$ cat src/rtl/wash_pkg.sv
// wash_pkg: shared definitions for the washing machine program controller.
//   state_e   - top-level controller states (encoding is the `state` port value)
//   stage_e   - program stage codes (encoding is msg[15:13])
//   MOTOR_*   - motor drive codes
//   MSG_*     - bit offsets/widths of the fields inside the 26-bit msg word
//   program table helpers: which modes include a wash, how many rinses,
//   per-stage durations and whole-program tick totals.
package wash_pkg;

  typedef enum logic [2:0] {
    ST_OFF   = 3'd0,
    ST_SET   = 3'd1,
    ST_RUN   = 3'd2,
    ST_PAUSE = 3'd3,
    ST_DONE  = 3'd4
  } state_e;

  typedef enum logic [2:0] {
    STG_NONE  = 3'd0,
    STG_FILL  = 3'd1,
    STG_WASH  = 3'd2,
    STG_DRAIN = 3'd3,
    STG_RINSE = 3'd4,
    STG_SPIN  = 3'd5
  } stage_e;

  localparam logic [1:0] MOTOR_STOP = 2'b00;
  localparam logic [1:0] MOTOR_AGIT = 2'b01;
  localparam logic [1:0] MOTOR_SPIN = 2'b10;

  localparam int MSG_W          = 26;
  localparam int MSG_MODE_LSB   = 23;
  localparam int MSG_MODE_W     = 3;
  localparam int MSG_STICK_LSB  = 19;
  localparam int MSG_STICK_W    = 4;
  localparam int MSG_RINSE_LSB  = 16;
  localparam int MSG_RINSE_W    = 3;
  localparam int MSG_STAGE_LSB  = 13;
  localparam int MSG_STAGE_W    = 3;
  localparam int MSG_TOTAL_LSB  = 5;
  localparam int MSG_TOTAL_W    = 8;
  localparam int MSG_DONECT_LSB = 2;
  localparam int MSG_DONECT_W   = 3;
  localparam int MSG_PAUSED_BIT = 1;
  localparam int MSG_DONE_BIT   = 0;

  function automatic logic prog_has_wash(input logic [1:0] mode);
    return (mode == 2'd0) || (mode == 2'd1);
  endfunction

  function automatic logic [2:0] prog_rinses(input logic [1:0] mode);
    case (mode)
      2'd0:    return 3'd2;
      2'd1:    return 3'd1;
      2'd2:    return 3'd2;
      default: return 3'd0;
    endcase
  endfunction

  function automatic logic [3:0] stage_ticks(input stage_e s, input int fill_t,
                                             input int wash_t, input int drain_t,
                                             input int rinse_t, input int spin_t);
    case (s)
      STG_FILL:  return 4'(fill_t);
      STG_WASH:  return 4'(wash_t);
      STG_DRAIN: return 4'(drain_t);
      STG_RINSE: return 4'(rinse_t);
      STG_SPIN:  return 4'(spin_t);
      default:   return 4'd0;
    endcase
  endfunction

  function automatic logic [7:0] prog_total(input logic [1:0] mode, input int fill_t,
                                            input int wash_t, input int drain_t,
                                            input int rinse_t, input int spin_t);
    int t;
    t = spin_t;
    if (prog_has_wash(mode)) t = t + fill_t + wash_t + drain_t;
    t = t + int'(prog_rinses(mode)) * (fill_t + rinse_t + drain_t);
    return 8'(t);
  endfunction

endpackage

$ cat src/rtl/wash_stage_next.sv
// wash_stage_next: combinational successor of the running stage.
//   stage_i/phase_i/rinses_i - current stage, phase (0 wash, 1 rinse), rinses left
//   stage_o/phase_o/rinses_o - stage to enter when the current one expires
//   load_o                   - duration of stage_o in ticks
//   last_o                   - current stage was SPIN; the program is finished
module wash_stage_next
  import wash_pkg::*;
#(
  parameter int FILL_T  = 3,
  parameter int WASH_T  = 9,
  parameter int DRAIN_T = 3,
  parameter int RINSE_T = 6,
  parameter int SPIN_T  = 6
) (
  input  stage_e     stage_i,
  input  logic       phase_i,
  input  logic [2:0] rinses_i,
  output stage_e     stage_o,
  output logic       phase_o,
  output logic [2:0] rinses_o,
  output logic [3:0] load_o,
  output logic       last_o
);

  always_comb begin
    stage_o  = STG_NONE;
    phase_o  = phase_i;
    rinses_o = rinses_i;
    last_o   = 1'b0;
    case (stage_i)
      STG_FILL:  stage_o = phase_i ? STG_RINSE : STG_WASH;
      STG_WASH:  stage_o = STG_DRAIN;
      STG_RINSE: stage_o = STG_DRAIN;
      STG_DRAIN: begin
        // A rinse DRAIN consumes one rinse; a wash DRAIN only hands over.
        if (phase_i) begin
          rinses_o = rinses_i - 3'd1;
          if (rinses_i > 3'd1) stage_o = STG_FILL;
          else                 stage_o = STG_SPIN;
        end else begin
          phase_o = 1'b1;
          if (rinses_i != 3'd0) stage_o = STG_FILL;
          else                  stage_o = STG_SPIN;
        end
      end
      STG_SPIN:  last_o = 1'b1;
      default:   stage_o = STG_NONE;
    endcase
    load_o = stage_ticks(stage_o, FILL_T, WASH_T, DRAIN_T, RINSE_T, SPIN_T);
  end

endmodule

$ cat src/rtl/wash_sequencer.sv
// wash_sequencer: washing machine main program controller.
//   cp, rst           - clock, async active-high reset
//   tick              - one-cycle time-base enable
//   power/start_pause/mode_next - one-cycle user pulses
//   state             - controller state code for the display
//   msg               - status word for the display
//   valve_in/valve_out/motor/buzzer - registered actuator drives
//
// state | meaning
// OFF   | machine off, everything cleared
// SET   | program selection, total shown for selected mode
// RUN   | stages counting down on tick
// PAUSE | timers frozen, actuators off
// DONE  | program finished, buzzer sounds for BUZZ_T ticks
module wash_sequencer
  import wash_pkg::*;
#(
  parameter int FILL_T  = 3,
  parameter int WASH_T  = 9,
  parameter int DRAIN_T = 3,
  parameter int RINSE_T = 6,
  parameter int SPIN_T  = 6,
  parameter int BUZZ_T  = 5
) (
  input  logic                 cp,
  input  logic                 rst,
  input  logic                 tick,
  input  logic                 power,
  input  logic                 start_pause,
  input  logic                 mode_next,
  output logic [2:0]           state,
  output logic [MSG_W-1:0]     msg,
  output logic                 valve_in,
  output logic                 valve_out,
  output logic [1:0]           motor,
  output logic                 buzzer
);

  state_e     state_q, state_d;
  stage_e     stage_q, stage_d;
  logic [1:0] mode_q, mode_d;
  logic [3:0] sticks_q, sticks_d;
  logic [2:0] rinses_q, rinses_d;
  logic [7:0] total_q, total_d;
  logic [2:0] donect_q, donect_d;
  logic       phase_q, phase_d;
  logic [7:0] buzz_q, buzz_d;
  logic       paused_q, paused_d;
  logic       done_q, done_d;
  logic       valve_in_q, valve_in_d;
  logic       valve_out_q, valve_out_d;
  logic [1:0] motor_q, motor_d;
  logic       buzzer_q, buzzer_d;

  stage_e     nx_stage;
  logic       nx_phase;
  logic [2:0] nx_rinses;
  logic [3:0] nx_load;
  logic       nx_last;

  wash_stage_next #(
    .FILL_T(FILL_T), .WASH_T(WASH_T), .DRAIN_T(DRAIN_T),
    .RINSE_T(RINSE_T), .SPIN_T(SPIN_T)
  ) u_next (
    .stage_i (stage_q),
    .phase_i (phase_q),
    .rinses_i(rinses_q),
    .stage_o (nx_stage),
    .phase_o (nx_phase),
    .rinses_o(nx_rinses),
    .load_o  (nx_load),
    .last_o  (nx_last)
  );

  always_comb begin
    state_d  = state_q;
    stage_d  = stage_q;
    mode_d   = mode_q;
    sticks_d = sticks_q;
    rinses_d = rinses_q;
    total_d  = total_q;
    donect_d = donect_q;
    phase_d  = phase_q;
    buzz_d   = buzz_q;
    paused_d = paused_q;
    done_d   = done_q;

    if (power && state_q != ST_OFF) begin
      state_d  = ST_OFF;
      stage_d  = STG_NONE;
      mode_d   = 2'd0;
      sticks_d = 4'd0;
      rinses_d = 3'd0;
      total_d  = 8'd0;
      donect_d = 3'd0;
      phase_d  = 1'b0;
      buzz_d   = 8'd0;
      paused_d = 1'b0;
      done_d   = 1'b0;
    end else begin
      case (state_q)
        ST_OFF: begin
          if (power) begin
            state_d = ST_SET;
            mode_d  = 2'd0;
            total_d = prog_total(2'd0, FILL_T, WASH_T, DRAIN_T, RINSE_T, SPIN_T);
          end
        end
        ST_SET: begin
          if (start_pause) begin
            state_d  = ST_RUN;
            rinses_d = prog_rinses(mode_q);
            donect_d = 3'd0;
            if (prog_has_wash(mode_q)) begin
              stage_d = STG_FILL;
              phase_d = 1'b0;
            end else if (prog_rinses(mode_q) != 3'd0) begin
              stage_d = STG_FILL;
              phase_d = 1'b1;
            end else begin
              stage_d = STG_SPIN;
              phase_d = 1'b1;
            end
            sticks_d = stage_ticks(stage_d, FILL_T, WASH_T, DRAIN_T, RINSE_T, SPIN_T);
          end else if (mode_next) begin
            mode_d  = mode_q + 2'd1;
            total_d = prog_total(mode_d, FILL_T, WASH_T, DRAIN_T, RINSE_T, SPIN_T);
          end
        end
        ST_RUN: begin
          if (start_pause) begin
            state_d  = ST_PAUSE;
            paused_d = 1'b1;
          end else if (tick) begin
            total_d = total_q - 8'd1;
            if (sticks_q == 4'd1) begin
              donect_d = (donect_q == 3'd7) ? donect_q : donect_q + 3'd1;
              if (nx_last) begin
                state_d  = ST_DONE;
                stage_d  = STG_NONE;
                sticks_d = 4'd0;
                total_d  = 8'd0;
                done_d   = 1'b1;
                buzz_d   = 8'(BUZZ_T);
              end else begin
                stage_d  = nx_stage;
                phase_d  = nx_phase;
                rinses_d = nx_rinses;
                sticks_d = nx_load;
              end
            end else begin
              sticks_d = sticks_q - 4'd1;
            end
          end
        end
        ST_PAUSE: begin
          if (start_pause) begin
            state_d  = ST_RUN;
            paused_d = 1'b0;
          end
        end
        ST_DONE: begin
          if (start_pause) begin
            state_d  = ST_SET;
            done_d   = 1'b0;
            buzz_d   = 8'd0;
            donect_d = 3'd0;
            rinses_d = 3'd0;
            phase_d  = 1'b0;
            total_d  = prog_total(mode_q, FILL_T, WASH_T, DRAIN_T, RINSE_T, SPIN_T);
          end else if (tick && buzz_q != 8'd0) begin
            buzz_d = buzz_q - 8'd1;
          end
        end
        default: state_d = ST_OFF;
      endcase
    end

    // Actuators are decoded from the next state so they land with it.
    valve_in_d  = 1'b0;
    valve_out_d = 1'b0;
    motor_d     = MOTOR_STOP;
    if (state_d == ST_RUN) begin
      case (stage_d)
        STG_FILL:  valve_in_d = 1'b1;
        STG_WASH:  motor_d = MOTOR_AGIT;
        STG_RINSE: motor_d = MOTOR_AGIT;
        STG_DRAIN: valve_out_d = 1'b1;
        STG_SPIN: begin
          motor_d     = MOTOR_SPIN;
          valve_out_d = 1'b1;
        end
        default: motor_d = MOTOR_STOP;
      endcase
    end
    buzzer_d = (state_d == ST_DONE) && (buzz_d != 8'd0);
  end

  always_ff @(posedge cp or posedge rst) begin
    if (rst) begin
      state_q     <= ST_OFF;
      stage_q     <= STG_NONE;
      mode_q      <= 2'd0;
      sticks_q    <= 4'd0;
      rinses_q    <= 3'd0;
      total_q     <= 8'd0;
      donect_q    <= 3'd0;
      phase_q     <= 1'b0;
      buzz_q      <= 8'd0;
      paused_q    <= 1'b0;
      done_q      <= 1'b0;
      valve_in_q  <= 1'b0;
      valve_out_q <= 1'b0;
      motor_q     <= MOTOR_STOP;
      buzzer_q    <= 1'b0;
    end else begin
      state_q     <= state_d;
      stage_q     <= stage_d;
      mode_q      <= mode_d;
      sticks_q    <= sticks_d;
      rinses_q    <= rinses_d;
      total_q     <= total_d;
      donect_q    <= donect_d;
      phase_q     <= phase_d;
      buzz_q      <= buzz_d;
      paused_q    <= paused_d;
      done_q      <= done_d;
      valve_in_q  <= valve_in_d;
      valve_out_q <= valve_out_d;
      motor_q     <= motor_d;
      buzzer_q    <= buzzer_d;
    end
  end

  // msg is pure wiring of registered fields.
  always_comb begin
    msg = '0;
    msg[MSG_MODE_LSB   +: MSG_MODE_W]   = {1'b0, mode_q};
    msg[MSG_STICK_LSB  +: MSG_STICK_W]  = sticks_q;
    msg[MSG_RINSE_LSB  +: MSG_RINSE_W]  = rinses_q;
    msg[MSG_STAGE_LSB  +: MSG_STAGE_W]  = stage_q;
    msg[MSG_TOTAL_LSB  +: MSG_TOTAL_W]  = total_q;
    msg[MSG_DONECT_LSB +: MSG_DONECT_W] = donect_q;
    msg[MSG_PAUSED_BIT]                 = paused_q;
    msg[MSG_DONE_BIT]                   = done_q;
  end

  assign state     = state_q;
  assign valve_in  = valve_in_q;
  assign valve_out = valve_out_q;
  assign motor     = motor_q;
  assign buzzer    = buzzer_q;

endmodule
$ cat config.mk
export PLATFORM = sky130hd
export DESIGN_NAME = wash_sequencer
export DESIGN_NICKNAME = d
export VERILOG_FILES = /design/src/rtl/wash_pkg.sv /design/src/rtl/wash_stage_next.sv /design/src/rtl/wash_sequencer.sv
export SDC_FILE = /design/constraint.sdc
export NUM_CORES = 1
export LEC_CHECK = 0
export ABC_AREA = 1
export CAP_MARGIN = 20
export CORE_MARGIN = 2
export CORE_UTILIZATION = 50
export CTS_CLUSTER_DIAMETER = 60
export CTS_CLUSTER_SIZE = 40
export DETAILED_ROUTE_END_ITERATION = 7
export GPL_ROUTABILITY_DRIVEN = 0
export GPL_TIMING_DRIVEN = 0
export PLACE_DENSITY_LB_ADDON = 0.1
export SYNTH_ARGS = -nofsm -noshare
export SYNTH_HDL_FRONTEND = slang
export SYNTH_HIERARCHICAL = 1
export SYNTH_SLANG_ARGS = --single-unit
$ cat constraint.sdc
create_clock -name cp -period 3.1 [get_ports cp]
set_input_delay 0.31 -clock cp [delete_from_list [all_inputs] [get_ports cp]]
set_output_delay 0.31 -clock cp [all_outputs]
set_load 0.03 [all_outputs]
==> impl_metrics.json, run 1 <==
{
  "status": "finished clean",
  "rows": 28,
  "drive_above_1_share": 0.120,
  "wire_per_inst_um": 13.8,
  "wl_um": 7810,
  "multiInputGateArea_um2": 1760,
  "period_needed_ps": 2130,
  "clk_latency_ps": 300,
  "synth_top_area_share": 0.336,
  "comb_power_share": 0.638,
  "postCtsHoldBufs": 0,
  "yosys_most_used_dff": "dfrtp_1",
  "hold_viol_final": 0,
  "drtIter0Drc": 210,
  "hold_path.class": "in -> async",
  "p_seq_frac": 0.260,
  "nNetsFinal": 512,
  "cp.required_ps": 3300,
  "end_kind": "flop",
  "dieArea_um2": 6910,
  "mostFrequentLayoutCell": "nand2_1",
  "grt_pass1_vias": 2966,
  "rsz0062_at_grt": "false",
  "cts_setup_buffers": 0,
  "cp-endpoint": "buzzer$_DFF_PP0_",
  "final_util": 0.618,
  "finClkSkew_ps": 5.36,
  "p_leak_nw": 1.87,
  "reg2reg_depth": 14,
  "p_sw_frac": 0.521,
  "drtAntennaViolNets": 0,
  "postSynthAreaPerCell_um2": 7.05,
  "syn2layout_area_growth_pct": 18.3,
  "start_util": 0.523,
  "fill_cells": 568,
  "path_max_fanout": 7,
  "synth_cell_types": 43,
  "cts_made_buffers": 5,
  "crit_path_start_kind": "input port",
  "dr_total_vias": 3059,
  "r2r_slack_ps": 1010,
  "r2r_start": "buzz_q[0]$_DFF_PP0_",
  "core_area_um2": 5990,
  "netlist_top_cells_area": "dfrtp_1 (34%), nand2_1 (13%), inv_1 (8.0%)",
  "cts_resized": 0,
  "vias_per_cell": 5.41,
  "htree_levels": 2,
  "gr-usage-all-layers": 0.232,
  "synth-edff-count": 0,
  "async_reset_ff_frac": 1.00,
  "cap_violations": 0,
  "cts_root_buffer": "clkbuf_8",
  "antennaDiodeCount": 0,
  "r2r-end": "buzzer$_DFF_PP0_",
  "die_w_um": 83.1,
  "slew_violations": 0,
  "max_freq_mhz": 469,
  "port_buffers": 38,
  "cts_num_sinks": 42,
  "dieHeight_um": 83.1,
  "switching_power_mw": 1.78,
  "startpoint": "start_pause",
  "setup_tns_ps": 0,
  "grt_max_degree": 24,
  "vdd_drop_max_mv": 0.509,
  "syn_nets": 466,
  "ios": 40,
  "antenna_found_initial": 0,
  "synth_area_um2": 3130,
  "clockBufferDepth": 2,
  "synth_seq_area_share": 0.336,
  "syn_inst": 444,
  "yosys_register_bits": 42,
  "grt_overflow_total": 0,
  "yosysTopAreaCell": "dfrtp_1",
  "p_int_mw": 1.64,
  "arrival_ps": 2330,
  "clkPwrFrac": 0.103,
  "dr.pass1.iters": 5,
  "min_period_over_period": 0.688,
  "route.detailed.drc": 0,
  "cts_tree": "yes",
  "dp_hpwl_um": 5950,
  "register_area_um2": 1050,
  "ys_warn_count": 6,
  "setup_violations": 0,
  "worst-setup-path-type": "in -> reg",
  "cts.clk_slew.worst_paths_ps": 80,
  "layout_common_cells": "nand2_1 (105), inv_1 (66), nor2_1 (47), dfrtp_1 (42), clkdlybuf4s50_1 (38)",
  "power.density_nw_per_um2": 923,
  "hold-worst-slack_ps": 332,
  "grt_pass1_wl_um": 13400
}
==> through the flow <==
step,total power [mW],cells,setup slack [ps],area [µm²]
CTS,3.42,565,1000,3700
global placement,3.01,557,674,3610
detailed placement,3.05,558,684,3630
finish,3.42,565,967,3700
floorplan,2.42,444,1260,3130
global route,3.70,565,764,3700
==> worst min path at each step <==
stage | start | endpoint | slack (ps) | cells past startpoint
after floorplan | start_pause | paused_q$_DFFE_PP0P_ | 450 | 2
after global placement | done_q$_DFFE_PP0P_ | done_q$_DFFE_PP0P_ | 500 | 2
after detailed placement | done_q$_DFFE_PP0P_ | done_q$_DFFE_PP0P_ | 490 | 2
after CTS | rst | total_q[7]$_DFFE_PP0P_ | 350 | 2
after global routing | rst | paused_q$_DFFE_PP0P_ | 390 | 2
final | rst | sticks_q[1]$_DFFE_PP0P_ | 330 | 2
==> synth_stat cells (2+ instances only) <==
library cell / count
a211oi_1: 2
a21oi_1: 11
a221oi_1: 2
a31oi_1: 3
buf_4: 4
dfrtp_1: 42
ha_1: 16
inv_1: 67
inv_2: 8
nand2_1: 105
nand2_2: 10
nand2_4: 2
nand3_1: 33
nand3_2: 3
nand3b_1: 2
nand4_1: 7
nor2_1: 47
nor2_2: 6
nor2_4: 2
nor3_1: 4
nor3_2: 3
o211ai_1: 2
o21a_1: 2
o21ai_0: 22
o21ai_1: 3
o21ai_2: 4
o22ai_1: 10
o31ai_1: 2
xnor2_1: 3
xor2_1: 4
==> power groups by stage <==
stage | sequential, mW | clock [mW] | combinational (mW)
2_1_floorplan | 1.10 | 0 | 1.32
3_3_place_gp | 0.892 | 0 | 2.12
3_5_place_dp | 0.895 | 0 | 2.16
4_1_cts | 0.887 | 0.360 | 2.17
5_1_grt | 0.915 | 0.378 | 2.41
6_report | 0.888 | 0.351 | 2.18
==> layer usage <==
metal / GRT usage / part of all wire
met1: 0.306 / 0.47
met3: 0.0338 / 0.048
met5: 0 / 0
met4: 0.0984 / 0.018
met2: 0.381 / 0.47
==> layout make-up <==
cell class | instances | share of cell area
Inverter | 77 | 0.0784
Buffer | 5 | 0.00946
Timing Repair Buffer | 39 | 0.108
Multi-Input combinational cell | 320 | 0.474
Sequential cell | 42 | 0.284
Tap cell | 75 | 0.0253
Clock buffer | 5 | 0.0186
Clock inverter | 2 | 0.00270
==> kinds of logic (layout without fill, tap and decap cells) <==
kind of cell / count (synthesis) / after routing / share of synthesized area
compound gates: 68 / 68 / 0.137
simple gates: 228 / 228 / 0.339
flops: 42 / 42 / 0.336
buf+inv: 82 / 128 / 0.104
fa+ha+maj: 16 / 16 / 0.0639
other cells: 1 / 1 / 0.00120
xor+xnor: 7 / 7 / 0.0196
==> worst max-delay path, cell delays in order <==
cell and delay (ps):
clkdlybuf4s50_1 580, inv_2 220, nand2_2 110, nor2_1 190, nand2_1 90, nand2_2 100
nand2_2 90, clkinv_1 100, nand2_1 70, a21oi_1 140, nand3_1 120, nor2_1 150
nor2_1 60
==> state kept, by name, summed over array words and instances, names as in the netlist <==
name and cells:
stage_q 3, donect_q 3, valve_in 1, valve_out 1, done_q 1, paused_q 1, buzzer 1, sticks_q 4
rinses_q 3, motor 2, phase_q 1, buzz_q 8, mode_q 2, state 3, total_q 8
Note: power is estimated with default switching activity, not from simulation.
==> run 2: changes to the inputs <==
==> constraint.sdc (replaced) <==
create_clock -name cp -period 1.9 [get_ports cp]
set_input_delay 0.19 -clock cp [delete_from_list [all_inputs] [get_ports cp]]
set_output_delay 0.19 -clock cp [all_outputs]
set_load 0.03 [all_outputs]
==> impl_metrics.json, run 2 (synthesized netlist as in run 1, its figures left out) <==
{
  "clk_latency_ps": 300,
  "min_period_over_period": 0.979,
  "cts_num_sinks": 42,
  "route.detailed.drc": 0,
  "drive_above_1_share": 0.229,
  "clockBufferDepth": 2,
  "arrival_ps": 2060,
  "rows": 28,
  "dp_cells": 558,
  "status": "finished clean",
  "gr-usage-all-layers": 0.238,
  "end_kind": "flop",
  "dr.pass1.iters": 5,
  "met3_length_um": 526,
  "drtAntennaViolNets": 0,
  "power.density_nw_per_um2": 1520,
  "p_int_mw": 2.98,
  "antennaDiodeCount": 0,
  "start_util": 0.523,
  "port_buffers": 38,
  "largestRegisters": "buzz_q x8, total_q x8, sticks_q x4",
  "p_sw_frac": 0.516,
  "layout_common_cells": "nand2_1 (95), inv_1 (59), nor2_1 (38), dfrtp_1 (37), clkdlybuf4s50_1 (37)",
  "dr_total_vias": 3248,
  "cts.clk_slew.worst_paths_ps": 80,
  "cts_root_buffer": "clkbuf_8",
  "path_max_fanout": 7,
  "setup_violations": 0,
  "grt_overflow_total": 0,
  "antenna_found_initial": 0,
  "postCtsHoldBufs": 0,
  "vdd_drop_max_mv": 0.863,
  "drtIter0Drc": 245,
  "r2r_slack_ps": 40,
  "p_seq_frac": 0.239,
  "final_util": 0.675,
  "clkPwrFrac": 0.093,
  "ios": 40,
  "dp_hpwl_um": 5950,
  "switching_power_mw": 3.17,
  "met2_length_um": 4090,
  "p_leak_nw": 1.97,
  "rsz0062_at_grt": "true",
  "core_area_um2": 5990,
  "dieHeight_um": 83.1,
  "comb_power_share": 0.668,
  "max_freq_mhz": 538,
  "cts_made_buffers": 5,
  "finClkSkew_ps": 5.66,
  "cts_tree": "yes",
  "grt_max_degree": 24,
  "period_needed_ps": 1860,
  "crit_path_start_kind": "flop",
  "layout.cells.non_filler": 586,
  "mostFrequentLayoutCell": "nand2_1",
  "vias_per_cell": 5.54,
  "nNetsFinal": 533,
  "grt_pass1_wl_um": 13700,
  "die_w_um": 83.1,
  "power_mw": 6.15,
  "cp.required_ps": 2100,
  "slew_violations": 0,
  "worst-setup-path-type": "reg -> reg",
  "htree_levels": 2,
  "wire_per_inst_um": 14.5,
  "wl_um": 8510,
  "syn2layout_area_growth_pct": 29.2,
  "hold_viol_final": 0,
  "hold_path.class": "in -> async",
  "r2r_start": "buzz_q[0]$_DFF_PP0_",
  "dieArea_um2": 6910,
  "dr.max_layer_used": "met4",
  "cap_violations": 0,
  "r2r-end": "buzzer$_DFF_PP0_",
  "wl_met1_um": 3700,
  "reg2reg_depth": 14,
  "grt_pass1_vias": 3093
}
==> run 2: timing repair <==
item	4_1_cts	5_1_grt
endpoints found under the hold margin	0	0
setup buffers	10	11
setup endpoints to repair	18	24
gates resized for setup	20	37
pin swaps	7	8
==> run 2: worst max-delay path by stage <==
| stage | startpoint | end | slack [ps] | depth (start not counted) |
|---|---|---|---|---|
| final | buzz_q[0]$_DFF_PP0_ | buzzer$_DFF_PP0_ | 40 | 14 |
| after global routing | buzz_q[0]$_DFF_PP0_ | buzzer$_DFF_PP0_ | -140 | 14 |
| after CTS | buzz_q[0]$_DFF_PP0_ | buzzer$_DFF_PP0_ | 5 | 14 |
| after detailed placement | start_pause | buzzer$_DFF_PP0_ | -400 | 13 |
| after global placement | start_pause | buzzer$_DFF_PP0_ | -410 | 13 |
| after floorplan | sticks_q[1]$_DFFE_PP0P_ | buzzer$_DFF_PP0_ | 60 | 14 |
==> run 2: final cells by class <==
class                           instances  area, µm²
Multi-Input combinational cell        320       1920
Clock buffer                            5       68.8
Tap cell                               75       93.8
Sequential cell                        42       1060
Inverter                               77        307
Fill cell                             516       1950
Clock inverter                          2       10.0
Buffer                                  5       35.0
Timing Repair Buffer                   60        557
==> run 2: metrics by stage <==
step | setup TNS, ps | instance area, µm² | worst slack, ps | hold slack (ps)
final | 0 | 4050 | 39.8 | 211
after global routing | -384 | 4050 | -141 | 265
after CTS | 0 | 3840 | 4.69 | 228
after detailed placement | -3130 | 3630 | -396 | 491
after global placement | -12040 | 3610 | -406 | 496
after floorplan | 0 | 3130 | 56.1 | 332
==> run 2: power groups by stage <==
stage	Sequential, mW	Combinational [mW]	Clock, mW
final	1.47	4.11	0.573
after global routing	1.51	4.48	0.617
after CTS	1.46	3.77	0.587
after detailed placement	1.46	3.52	0
after global placement	1.45	3.46	0
after floorplan	1.80	2.15	0
==> run 2: critical path: stages (launching register included) <==
cell and delay [ps]:
dfrtp_1 360, inv_1 100, ha_1 200, nand2_1 160, nor2_2 90, nor2_4 170
inv_1 80, nand2_1 60, nand2_1 50, nand2_1 50, nand2_1 70, nor2_1 120
nand2_1 70, nor2_2 110, nor2_1 50
==> run 2: metal layers <==
metal  track usage  vias up
li1              -     1563
met1         0.296     1532
met2         0.393      137
met3        0.0447       16
met4         0.121        0
met5             0        -
